--- src/rtl/ssb_pkg.sv ---
// Shared types for the system-bus arbiter: host and slave identifiers and the
// outstanding-transaction record kept in the response-ordering FIFO.
package ssb_pkg;

  typedef enum logic [1:0] {
    HOST_DBG   = 2'd0,
    HOST_INSTR = 2'd1,
    HOST_DATA  = 2'd2
  } host_id_e;

  typedef enum logic [1:0] {
    DEV_SRAM  = 2'd0,
    DEV_DEBUG = 2'd1,
    DEV_AXI   = 2'd2,
    DEV_NONE  = 2'd3
  } dev_e;

  typedef struct packed {
    host_id_e host;
    dev_e     dev;
  } outst_t;

  localparam int OUTST_W = $bits(outst_t);

  // Unmapped accesses have no slave, so they select no slave lane.
  function automatic logic [2:0] dev_onehot(input dev_e d);
    dev_onehot = (d == DEV_NONE) ? 3'b000 : (3'b001 << d);
  endfunction

  function automatic logic [2:0] host_onehot(input host_id_e h);
    host_onehot = 3'b001 << h;
  endfunction

endpackage

--- src/rtl/ssb_outst_fifo.sv ---
// In-order record of issued transactions ({host, slave}); the head entry tells
// the arbiter which slave response to expect next and which host receives it.
module ssb_outst_fifo
  import ssb_pkg::*;
#(
  parameter int DEPTH = 4
) (
  input  logic               clk,
  input  logic               rst_n,
  input  logic               i_push,
  input  logic [OUTST_W-1:0] i_data,
  input  logic               i_pop,
  output logic [OUTST_W-1:0] o_head,
  output logic               o_empty,
  output logic               o_full
);

  localparam int AW = $clog2(DEPTH);

  logic [OUTST_W-1:0] r_mem [DEPTH];
  logic [AW-1:0]      r_wptr;
  logic [AW-1:0]      r_rptr;
  logic [AW:0]        r_count;
  logic [AW:0]        w_count_nxt;
  logic               r_empty;
  logic               r_full;
  logic               w_push;
  logic               w_pop;

  assign w_push = i_push & ~r_full;
  assign w_pop  = i_pop & ~r_empty;

  always_comb begin
    w_count_nxt = r_count;
    case ({w_push, w_pop})
      2'b10:   w_count_nxt = r_count + 1'b1;
      2'b01:   w_count_nxt = r_count - 1'b1;
      default: w_count_nxt = r_count;
    endcase
  end

  // Pointers wrap on their own because DEPTH is a power of two.
  always_ff @(posedge clk or negedge rst_n) begin
    if (!rst_n) begin
      r_wptr  <= '0;
      r_rptr  <= '0;
      r_count <= '0;
      r_empty <= 1'b1;
      r_full  <= 1'b0;
    end else begin
      if (w_push) r_wptr <= r_wptr + 1'b1;
      if (w_pop)  r_rptr <= r_rptr + 1'b1;
      r_count <= w_count_nxt;
      r_empty <= (w_count_nxt == '0);
      r_full  <= (w_count_nxt == DEPTH[AW:0]);
    end
  end

  always_ff @(posedge clk) begin
    if (w_push) r_mem[r_wptr] <= i_data;
  end

  assign o_head  = r_mem[r_rptr];
  assign o_empty = r_empty;
  assign o_full  = r_full;

endmodule

--- src/rtl/ssb_arbiter.sv ---
// Shared system bus arbiter: picks one of three hosts, decodes its address to a
// slave, keeps responses in issue order and routes them back to their hosts.
module ssb_arbiter
  import ssb_pkg::*;
#(
  parameter logic [31:0] MEM_START   = 32'h0000_0000,
  parameter logic [31:0] MEM_MASK    = 32'h0001_FFFF,
  parameter logic [31:0] DEBUG_START = 32'h1A11_0000,
  parameter logic [31:0] DEBUG_MASK  = 32'h0000_FFFF,
  parameter logic [31:0] AXI_START   = 32'h0002_0000,
  parameter logic [31:0] AXI_MASK    = 32'h0000_7FFF,
  parameter int          MAX_OUTST   = 4,
  parameter int          STARVE_LIM  = 8
) (
  input  logic        clk_sys,
  input  logic        rst_sys_n,
  input  logic [2:0]  h_req_i,
  input  logic [95:0] h_addr_i,
  input  logic [2:0]  h_we_i,
  input  logic [11:0] h_be_i,
  input  logic [95:0] h_wdata_i,
  output logic [2:0]  h_gnt_o,
  output logic [2:0]  h_rvalid_o,
  output logic [2:0]  h_err_o,
  output logic [31:0] h_rdata_o,
  output logic [31:0] s_addr_o,
  output logic        s_we_o,
  output logic [3:0]  s_be_o,
  output logic [31:0] s_wdata_o,
  output logic [2:0]  s_req_o,
  input  logic [2:0]  s_gnt_i,
  input  logic [2:0]  s_rvalid_i,
  input  logic [95:0] s_rdata_i
);

  localparam int SW = $clog2(STARVE_LIM + 1);

  logic [SW-1:0]      r_starve_cnt;
  dev_e               r_cur_dev;
  logic               w_starved;
  logic               w_any_req;
  host_id_e           w_winner;
  logic [31:0]        w_addr;
  logic               w_we;
  logic [3:0]         w_be;
  logic [31:0]        w_wdata;
  dev_e               w_dev;
  logic               w_issue_ok;
  logic               w_grant;
  logic [OUTST_W-1:0] w_head_raw;
  outst_t             w_head;
  logic               w_fifo_empty;
  logic               w_fifo_full;
  logic [2:0]         w_head_sel;
  logic               w_pop;

  function automatic dev_e decode(input logic [31:0] a);
    dev_e d;
    d = DEV_NONE;
    if ((a & ~MEM_MASK) == MEM_START)          d = DEV_SRAM;
    else if ((a & ~DEBUG_MASK) == DEBUG_START) d = DEV_DEBUG;
    else if ((a & ~AXI_MASK) == AXI_START)     d = DEV_AXI;
    return d;
  endfunction

  assign w_starved = (r_starve_cnt == SW'(STARVE_LIM));
  // The bus is dark while reset is held, even with requests pending.
  assign w_any_req = rst_sys_n & (|h_req_i);

  always_comb begin
    w_winner = HOST_DBG;
    if (w_starved && h_req_i[2]) w_winner = HOST_DATA;
    else if (h_req_i[0])         w_winner = HOST_DBG;
    else if (h_req_i[1])         w_winner = HOST_INSTR;
    else if (h_req_i[2])         w_winner = HOST_DATA;
  end

  always_comb begin
    w_addr  = h_addr_i[31:0];
    w_we    = h_we_i[0];
    w_be    = h_be_i[3:0];
    w_wdata = h_wdata_i[31:0];
    case (w_winner)
      HOST_INSTR: begin
        w_addr  = h_addr_i[63:32];
        w_we    = h_we_i[1];
        w_be    = h_be_i[7:4];
        w_wdata = h_wdata_i[63:32];
      end
      HOST_DATA: begin
        w_addr  = h_addr_i[95:64];
        w_we    = h_we_i[2];
        w_be    = h_be_i[11:8];
        w_wdata = h_wdata_i[95:64];
      end
      default: ;
    endcase
  end

  assign w_dev = decode(w_addr);

  // Only one slave may have transactions in flight, so responses stay ordered.
  assign w_issue_ok = w_any_req & ~w_fifo_full & (w_fifo_empty | (w_dev == r_cur_dev));
  assign s_req_o    = w_issue_ok ? dev_onehot(w_dev) : 3'b000;
  assign w_grant    = w_issue_ok & ((w_dev == DEV_NONE) | (|(s_req_o & s_gnt_i)));
  assign h_gnt_o    = w_grant ? host_onehot(w_winner) : 3'b000;

  assign s_addr_o  = w_any_req ? w_addr  : 32'h0;
  assign s_we_o    = w_any_req & w_we;
  assign s_be_o    = w_any_req ? w_be    : 4'h0;
  assign s_wdata_o = w_any_req ? w_wdata : 32'h0;

  assign w_head     = outst_t'(w_head_raw);
  assign w_head_sel = w_fifo_empty ? 3'b000 : dev_onehot(w_head.dev);
  assign w_pop      = ~w_fifo_empty &
                      ((w_head.dev == DEV_NONE) | (|(s_rvalid_i & w_head_sel)));

  assign h_rvalid_o = w_pop ? host_onehot(w_head.host) : 3'b000;
  assign h_err_o    = (w_pop && (w_head.dev == DEV_NONE)) ? host_onehot(w_head.host) : 3'b000;

  always_comb begin
    h_rdata_o = 32'h0;
    if (w_pop) begin
      case (w_head.dev)
        DEV_SRAM:  h_rdata_o = s_rdata_i[31:0];
        DEV_DEBUG: h_rdata_o = s_rdata_i[63:32];
        DEV_AXI:   h_rdata_o = s_rdata_i[95:64];
        default:   h_rdata_o = 32'h0;
      endcase
    end
  end

  always_ff @(posedge clk_sys or negedge rst_sys_n) begin
    if (!rst_sys_n) begin
      r_starve_cnt <= '0;
      r_cur_dev    <= DEV_NONE;
    end else begin
      if (w_grant) r_cur_dev <= w_dev;
      if (h_req_i[2] && !h_gnt_o[2]) begin
        if (!w_starved) r_starve_cnt <= r_starve_cnt + 1'b1;
      end else begin
        r_starve_cnt <= '0;
      end
    end
  end

  ssb_outst_fifo #(
    .DEPTH (MAX_OUTST)
  ) u_outst_fifo (
    .clk     (clk_sys),
    .rst_n   (rst_sys_n),
    .i_push  (w_grant),
    .i_data  ({w_winner, w_dev}),
    .i_pop   (w_pop),
    .o_head  (w_head_raw),
    .o_empty (w_fifo_empty),
    .o_full  (w_fifo_full)
  );

  // A response from any slave other than the head's is a protocol error by the slave.
  a_rvalid_from_head : assert property (@(posedge clk_sys) disable iff (!rst_sys_n)
    !w_fifo_empty |-> ((s_rvalid_i & ~w_head_sel) == 3'b000));

endmodule

--- config.mk ---
export PLATFORM = sky130hd
export DESIGN_NAME = ssb_arbiter
export DESIGN_NICKNAME = d
export VERILOG_FILES = /design/src/rtl/ssb_pkg.sv /design/src/rtl/ssb_outst_fifo.sv /design/src/rtl/ssb_arbiter.sv
export SDC_FILE = /design/constraint.sdc
export NUM_CORES = 1
export LEC_CHECK = 0
export CORE_AREA = 2 2 165 167
export DETAILED_ROUTE_END_ITERATION = 16
export DIE_AREA = 0 0 167 169
export DONT_BUFFER_PORTS = 1
export HOLD_SLACK_MARGIN = 0.03
export SYNTH_ARGS = -nofsm -noshare
export SYNTH_HDL_FRONTEND = slang
export SYNTH_SLANG_ARGS = --single-unit
export TNS_END_PERCENT = 10
--- constraint.sdc ---
create_clock -name clk_sys -period 8.1 [get_ports clk_sys]
set_clock_uncertainty 0.2 [all_clocks]
set_input_delay 2.43 -clock clk_sys [delete_from_list [all_inputs] [get_ports clk_sys]]
set_output_delay 2.43 -clock clk_sys [all_outputs]
set_load 0.02 [all_outputs]
* Yosys cells after proc, flatten, opt, wreduce, memory -nomap -nowiden
Memory sizes are Yosys's and may differ from the RTL's. Cells that the tools add are included.
Storage, ports and cells: flip-flop bits (word level) 15, latch bits 0, RAM bits 16, ROM bits 0, input bits 314, word-level logic and storage cells 84, memories 1
Memories:
- u_outst_fifo.r_mem | words 4, width 4, rd ports 1, clocked after memory_dff 0, write ports 1, line ssb_outst_fifo.sv:20 | logic [OUTST_W-1:0] r_mem [DEPTH];
Operators by class: $add $sub $neg 5, multipliers 0, divide/modulo/power cells 0, order comparisons 0, equality and inequality tests 14, shift-type cells 4, muxes and demuxes 28, bitwise gates (word level) 15, reduce and logical (&&, ||, !) cells 10
Operators with widths (number):
- $pmux 32 s2 | 2
- $mux 32 | 3
- $pmux 32 s3 | 1
- $logic_not 32->1 | 1
- $mux 3 | 7
- $eq 17x3->1 const B | 1
- $eq 16x13->1 const B | 1
- $mux 2 | 6
- $mux 4 | 3
- $shl 1x2->3 const A | 4
- $eq 2x2->1 const B | 5
- $reduce_or 3->1 | 3
- $and 1x1->1 | 8
- $pmux 4 s2 | 1
- $and 3x3->3 | 2
- $eq 2x1->1 const B | 3
- $pmux 3 s2 | 1
- $add 2x1->2 const B | 2
- $add 4x1->4 const B | 1
- $eq 4x4->1 const B | 1
- $add 3x1->3 const B | 1
- $eq 3x3->1 const B | 1
- $logic_and 1x1->1 | 3
- $logic_not 3->1 | 1
- 9 further kinds | 14

* Longest topological paths before layout
depth in word-level cells 22, depth in mapped cells 27, depth with buffers taken out 23

* Modules after synthesis
Synthesis repeated with hierarchy kept, for this count alone.
Second synthesis, totals: cell total of the unflattened synthesis 546, area, all modules 4113.9 µm²
Modules (own cells, without submodules):
- ssb_arbiter | instances 1, cells each 480, area each 3022.9 µm², sequential area each 152.6 µm²
- ssb_outst_fifo | instances 1, cells each 66, area each 1091.0 µm², sequential area each 706.9 µm²

* Worst setup path after synthesis
Ideal clock, no wire load.
path type input-to-output, start point input port h_req_i[2], end point output port h_gnt_o[0], arrival time 5444 ps, data required time 5470 ps, setup slack 26 ps, stages 13, path through clkbuf_1 -> o21ai_0 -> ha_1 -> buf_4 -> buf_2 -> mux2i_1 -> nand4_1 -> nor3_4 -> and3_4 -> o2111ai_4 -> a2111oi_4 -> buf_6 -> and2_1
Between the ends: word-level cells in the longest chain between the ends 19, elaborated cells on any way between the ends 30, those cells by class eq/ne (6); shift (2); mux (11); bitwise (7); reduce/logical (4)
Ends and longest elaborated chain:
- start: declaration | line ssb_arbiter.sv:17 | input logic [2:0] h_req_i,
- $mux 2 | line ssb_arbiter.sv:75 | else if (h_req_i[2]) w_winner = HOST_DATA;
- $mux 2 | line ssb_arbiter.sv:74 | else if (h_req_i[1]) w_winner = HOST_INSTR;
- $mux 2 | line ssb_arbiter.sv:73 | else if (h_req_i[0]) w_winner = HOST_DBG;
- $mux 2 | line ssb_arbiter.sv:72 | if (w_starved && h_req_i[2]) w_winner = HOST_DATA;
- $eq 2x2->1 or $eq 2x1->1 (tied branches) | line ssb_arbiter.sv:83 | case (w_winner)
- $pmux 32 s2 | line ssb_arbiter.sv:83
- $eq 17x3->1 | line ssb_arbiter.sv:62 | else if ((a & ~AXI_MASK) == AXI_START) d = DEV_AXI;
- $mux 1 | line ssb_arbiter.sv:62
- [... 3 more ...]
- $or 1x1->1 | line ssb_arbiter.sv:103 | assign w_issue_ok = w_any_req & ~w_fifo_full & (w_fifo_empty | (w_dev == r_cur_dev));
- $and 1x1->1 | line ssb_arbiter.sv:103
- $mux 3 | line ssb_arbiter.sv:104 | assign s_req_o = w_issue_ok ? dev_onehot(w_dev) : 3'b000;
- $and 3x3->3 | line ssb_arbiter.sv:105 | assign w_grant = w_issue_ok & ((w_dev == DEV_NONE) | (|(s_req_o & s_gnt_i)));
- $reduce_or 3->1 | line ssb_arbiter.sv:105
- $or 1x1->1 | line ssb_arbiter.sv:105
- $and 1x1->1 | line ssb_arbiter.sv:105
- $mux 3 * | line ssb_arbiter.sv:106 | assign h_gnt_o = w_grant ? host_onehot(w_winner) : 3'b000;
- end: declaration | line ssb_arbiter.sv:22 | output logic [2:0] h_gnt_o,
Mark *: on every way between the ends. The rest lies on a longest branch, timed or not.

* Worst setup path in the final report
start point input port h_req_i[0], end point output port s_req_o[1]
Between the ends: word-level cells in the longest chain between the ends 12, elaborated cells on any way between the ends 21, those cells by class eq/ne (6); shift (1); mux (8); bitwise (4); reduce/logical (2)
Ends and longest elaborated chain:
- $mux 2 * | line ssb_arbiter.sv:73
- $mux 2 * | line ssb_arbiter.sv:72
- named net u_outst_fifo.i_data[3] | line ssb_outst_fifo.sv:11 | input logic [OUTST_W-1:0] i_data,
- $eq 2x2->1 or $eq 2x1->1 (tied branches) | line ssb_arbiter.sv:83
- $pmux 32 s2 * | line ssb_arbiter.sv:83
- $eq 17x3->1 | line ssb_arbiter.sv:62
- $mux 1 | line ssb_arbiter.sv:62
- $mux 2 | line ssb_arbiter.sv:61 | else if ((a & ~DEBUG_MASK) == DEBUG_START) d = DEV_DEBUG;
- $mux 2 * | line ssb_arbiter.sv:60 | if ((a & ~MEM_MASK) == MEM_START) d = DEV_SRAM;
- $eq 2x2->1 | line ssb_arbiter.sv:103
- $or 1x1->1 | line ssb_arbiter.sv:103
- $and 1x1->1 | line ssb_arbiter.sv:103
- $mux 3 * | line ssb_arbiter.sv:104
- end: declaration | line ssb_arbiter.sv:30 | output logic [2:0] s_req_o,
The timed path passes the listed nets; every way through them passes the cells marked *.

==> run_results.csv <==
group,metric,value,unit
placement,place_congestion,0.853,
drt,ant_nets,0,
yosys,synth_edf_count,16,
yosys,synth_area_leaders,"nor2_1 13%, edfxtp_1 12%, mux2i_1 11%",
die,row_count,60,
sta,worst_pin_slew,1.13,ns
min_path,hold_depth,1,
sta,finalSetupViolCount,0,
setup_path,critical_path_class,"in2out",
placement,io_buffers,0,
final_layout,area_growth,28.1,%
sta,post-route-period-util,0.978,
die,die_height,169,um
drt,drtPass1Iterations,5,
yosys,synthArstFlopShare,0.484,
drt,dr_total_vias,4481,
grt,grt_usage,0.138,
clock_tree,clkLatencyLatePin,0.28,ns
yosys,synth_cell_types,48,
power_and_ir_drop,p_leak,0.00210,uW
sta,hold_violations,0,
yosys,ys_warn_count,0,
job,cap_violations,0,
drt,routed_wl,21.5,mm
drt,via_per_inst,4.81,
die,dieArea,28200,um2
yosys,synth_seq_cells,31,
yosys,synth_compound_area_frac,0.306,
sta,tns,0,ns
final_layout,final_nets,911,
grt,grt_pass1_vias,4331,
sta,fin_crit,7.92,ns
sta,drv_slew,0,
die,core,26500,um2
setup_path,r2r_cells,27,
yosys,synth_top_family_by_area,"compound AO/OA/AOI/OAI gates",
grt,grt_max_degree,90,
placement,dp.cells,912,
die,pin_count,427,
drt,first_iter_violations,188,
clock_tree,clk_pin_slew_worst_paths,0.05,ns
yosys,ys.flop_type,"edfxtp_1",
die,initial_utilization,0.155,
power_and_ir_drop,irDropWorstVdd,0.162,mV
sta,max-slew-margin-rel,0.244,
yosys,netlist.area_leader.share,0.135,
yosys,synth.most_common_cell,"nor2_1",
sta,fin_ws,0.177,ns
setup_path,cp-end-kind,"output port",
yosys,synthXorXnorAreaFrac,0.0192,
setup_path,arrival,5.29,ns
run_status,run_status,"finished, final reports clean",
setup_path,cp_max_fo,10,
yosys,synthMuxAreaShare,0.154,
clock_tree,cts_max_level,2,
final_layout,fillCellCount,2974,
clock_tree,cts-root-buf,"clkbuf_16",
yosys,synth_fp_nets,864,
yosys,synth_common_cells,"147 x nor2_1, 54 x a211oi_1, 53 x a22oi_1",
clock_tree,cts_tree,"yes",
drt,drc,0,
grt,grt_pass1_wl,28.7,mm
final_layout,finalNonFillerCells,932,
placement,dp_hpwl,18.5,mm
clock_tree,clock_sinks,31,
power_and_ir_drop,finalPower,1350,uW
sta,fmax,126,MHz
placement,dp_slack,-0.0666,ns
sta,grt_setup_unrepaired,"no",
grt,antenna_found_initial,4,
yosys,syn_area,4100,um2
yosys,yosysSeqAreaShare,0.210,
setup_path,start_kind,"input pin",
grt,grt_overflow,0,
power_and_ir_drop,power_density,257,nW/um2
yosys,synth_area_per_cell,7.61,um2
clock_tree,cts_buffers,5,
clock_tree,cts.path.max_buffers,2,
yosys,synthAdderAreaFrac,0.0354,
yosys,synth-simple-area-share,0.201,
yosys,synth_top_cell_by_area,"nor2_1",
yosys,syn-instance-count,539,
min_path,min_path_type,"reg2reg",
setup_path,worstPathRequired,5.47,ns
final_layout,drive_gt1_frac,0.232,
die,die_w,167,um
drt,wire_per_inst,23.0,um
repair_timing:
item	in CTS	in global routing
setup endpoints to repair	2	3
buffers inserted	1	7
pin swaps	0	7
hold buffers	0	0
gates resized for setup	1	7
layout make-up:
class | count | area [um2] | share of cell area
multi-input combinational | 439 | 2990 | 0.569
timing repair buffer | 96 | 753 | 0.143
inverter | 13 | 48.8 | 0.00929
tap | 341 | 427 | 0.0812
clock buffer | 5 | 125 | 0.0238
sequential | 31 | 860 | 0.164
antenna | 4 | 10.0 | 0.00191
clock inverter | 3 | 38.8 | 0.00738
final timing paths:
path / to / start / slack (ns)
min in group asynchronous: u_outst_fifo.r_count[2]$_DFF_PN0_ / rst_sys_n / 1.65
hold / removal: u_outst_fifo.r_count[2]$_DFF_PN0_ / u_outst_fifo.r_count[2]$_DFF_PN0_ / 0.28
hold reg to reg: u_outst_fifo.r_count[2]$_DFF_PN0_ / u_outst_fifo.r_count[2]$_DFF_PN0_ / 0.28
setup reg to reg: u_outst_fifo.o_full$_DFF_PN0_ / r_starve_cnt[0]$_DFFE_PN0P_ / 2.89
setup / recovery: s_req_o[1] / h_req_i[0] / 0.18
max in group asynchronous: r_cur_dev[1]$_DFFE_PN1N_ / rst_sys_n / 5.88
through the flow:
stage	hold WS, ns	util	area, um2
4_1_cts	0.280	0.195	5160
3_5_place_dp	0.272	0.188	4980
2_1_floorplan	0.246	-	4100
3_3_place_gp	0.257	0.188	4980
5_1_grt	0.323	0.198	5250
6_report	0.275	0.198	5250
metal layers:
layer,track usage,wire length (um),up-vias
met5,0,0,-
met4,0.0476,648,0
met3,0.0528,2290,37
met2,0.262,11300,308
met1,0.137,7230,2058
li1,-,-,2078
state kept, by name, summed over array words and instances (netlist names):
register / count
r_cur_dev: 2
u_outst_fifo.r_mem: 16
r_starve_cnt: 4
u_outst_fifo.o_full: 1
u_outst_fifo.r_wptr: 2
u_outst_fifo.r_count: 3
u_outst_fifo.r_rptr: 2
u_outst_fifo.o_empty: 1
placed cells by master (no fill, tap or decap), drive strengths merged, types with 13 or more instances in the layout:
master,netlist,final
nor2,147,147
buf,18,96
a211oi,54,54
a22oi,53,53
mux2i,48,48
a21oi,37,37
a22o,17,17
edfxtp,16,16
inv,13,13
kinds of logic after synthesis:
logic type,count (synthesis)
buf+inv,69
xor+xnor,9
simple gates,191
compound gates,172
mux,56
flops,31
fa+ha+maj,11
critical path: stages:
cell and delay, ns:
nor2_1 0.02, o21ai_1 0.16, buf_4 0.17, inv_1 0.08, ha_4 0.21, buf_4 0.18
a22o_1 0.21, mux2i_1 0.19, nand4_1 0.21, nor3_4 0.32, and3_4 0.25, o2111ai_4 0.15
nor3_1 0.30, and4_1 0.41
report_power, final:
part           switching (uW)  internal (uW)
clock                    67.8            143
sequential               31.3            207
combinational             599            304
Note: power is estimated with default switching activity, not from simulation.
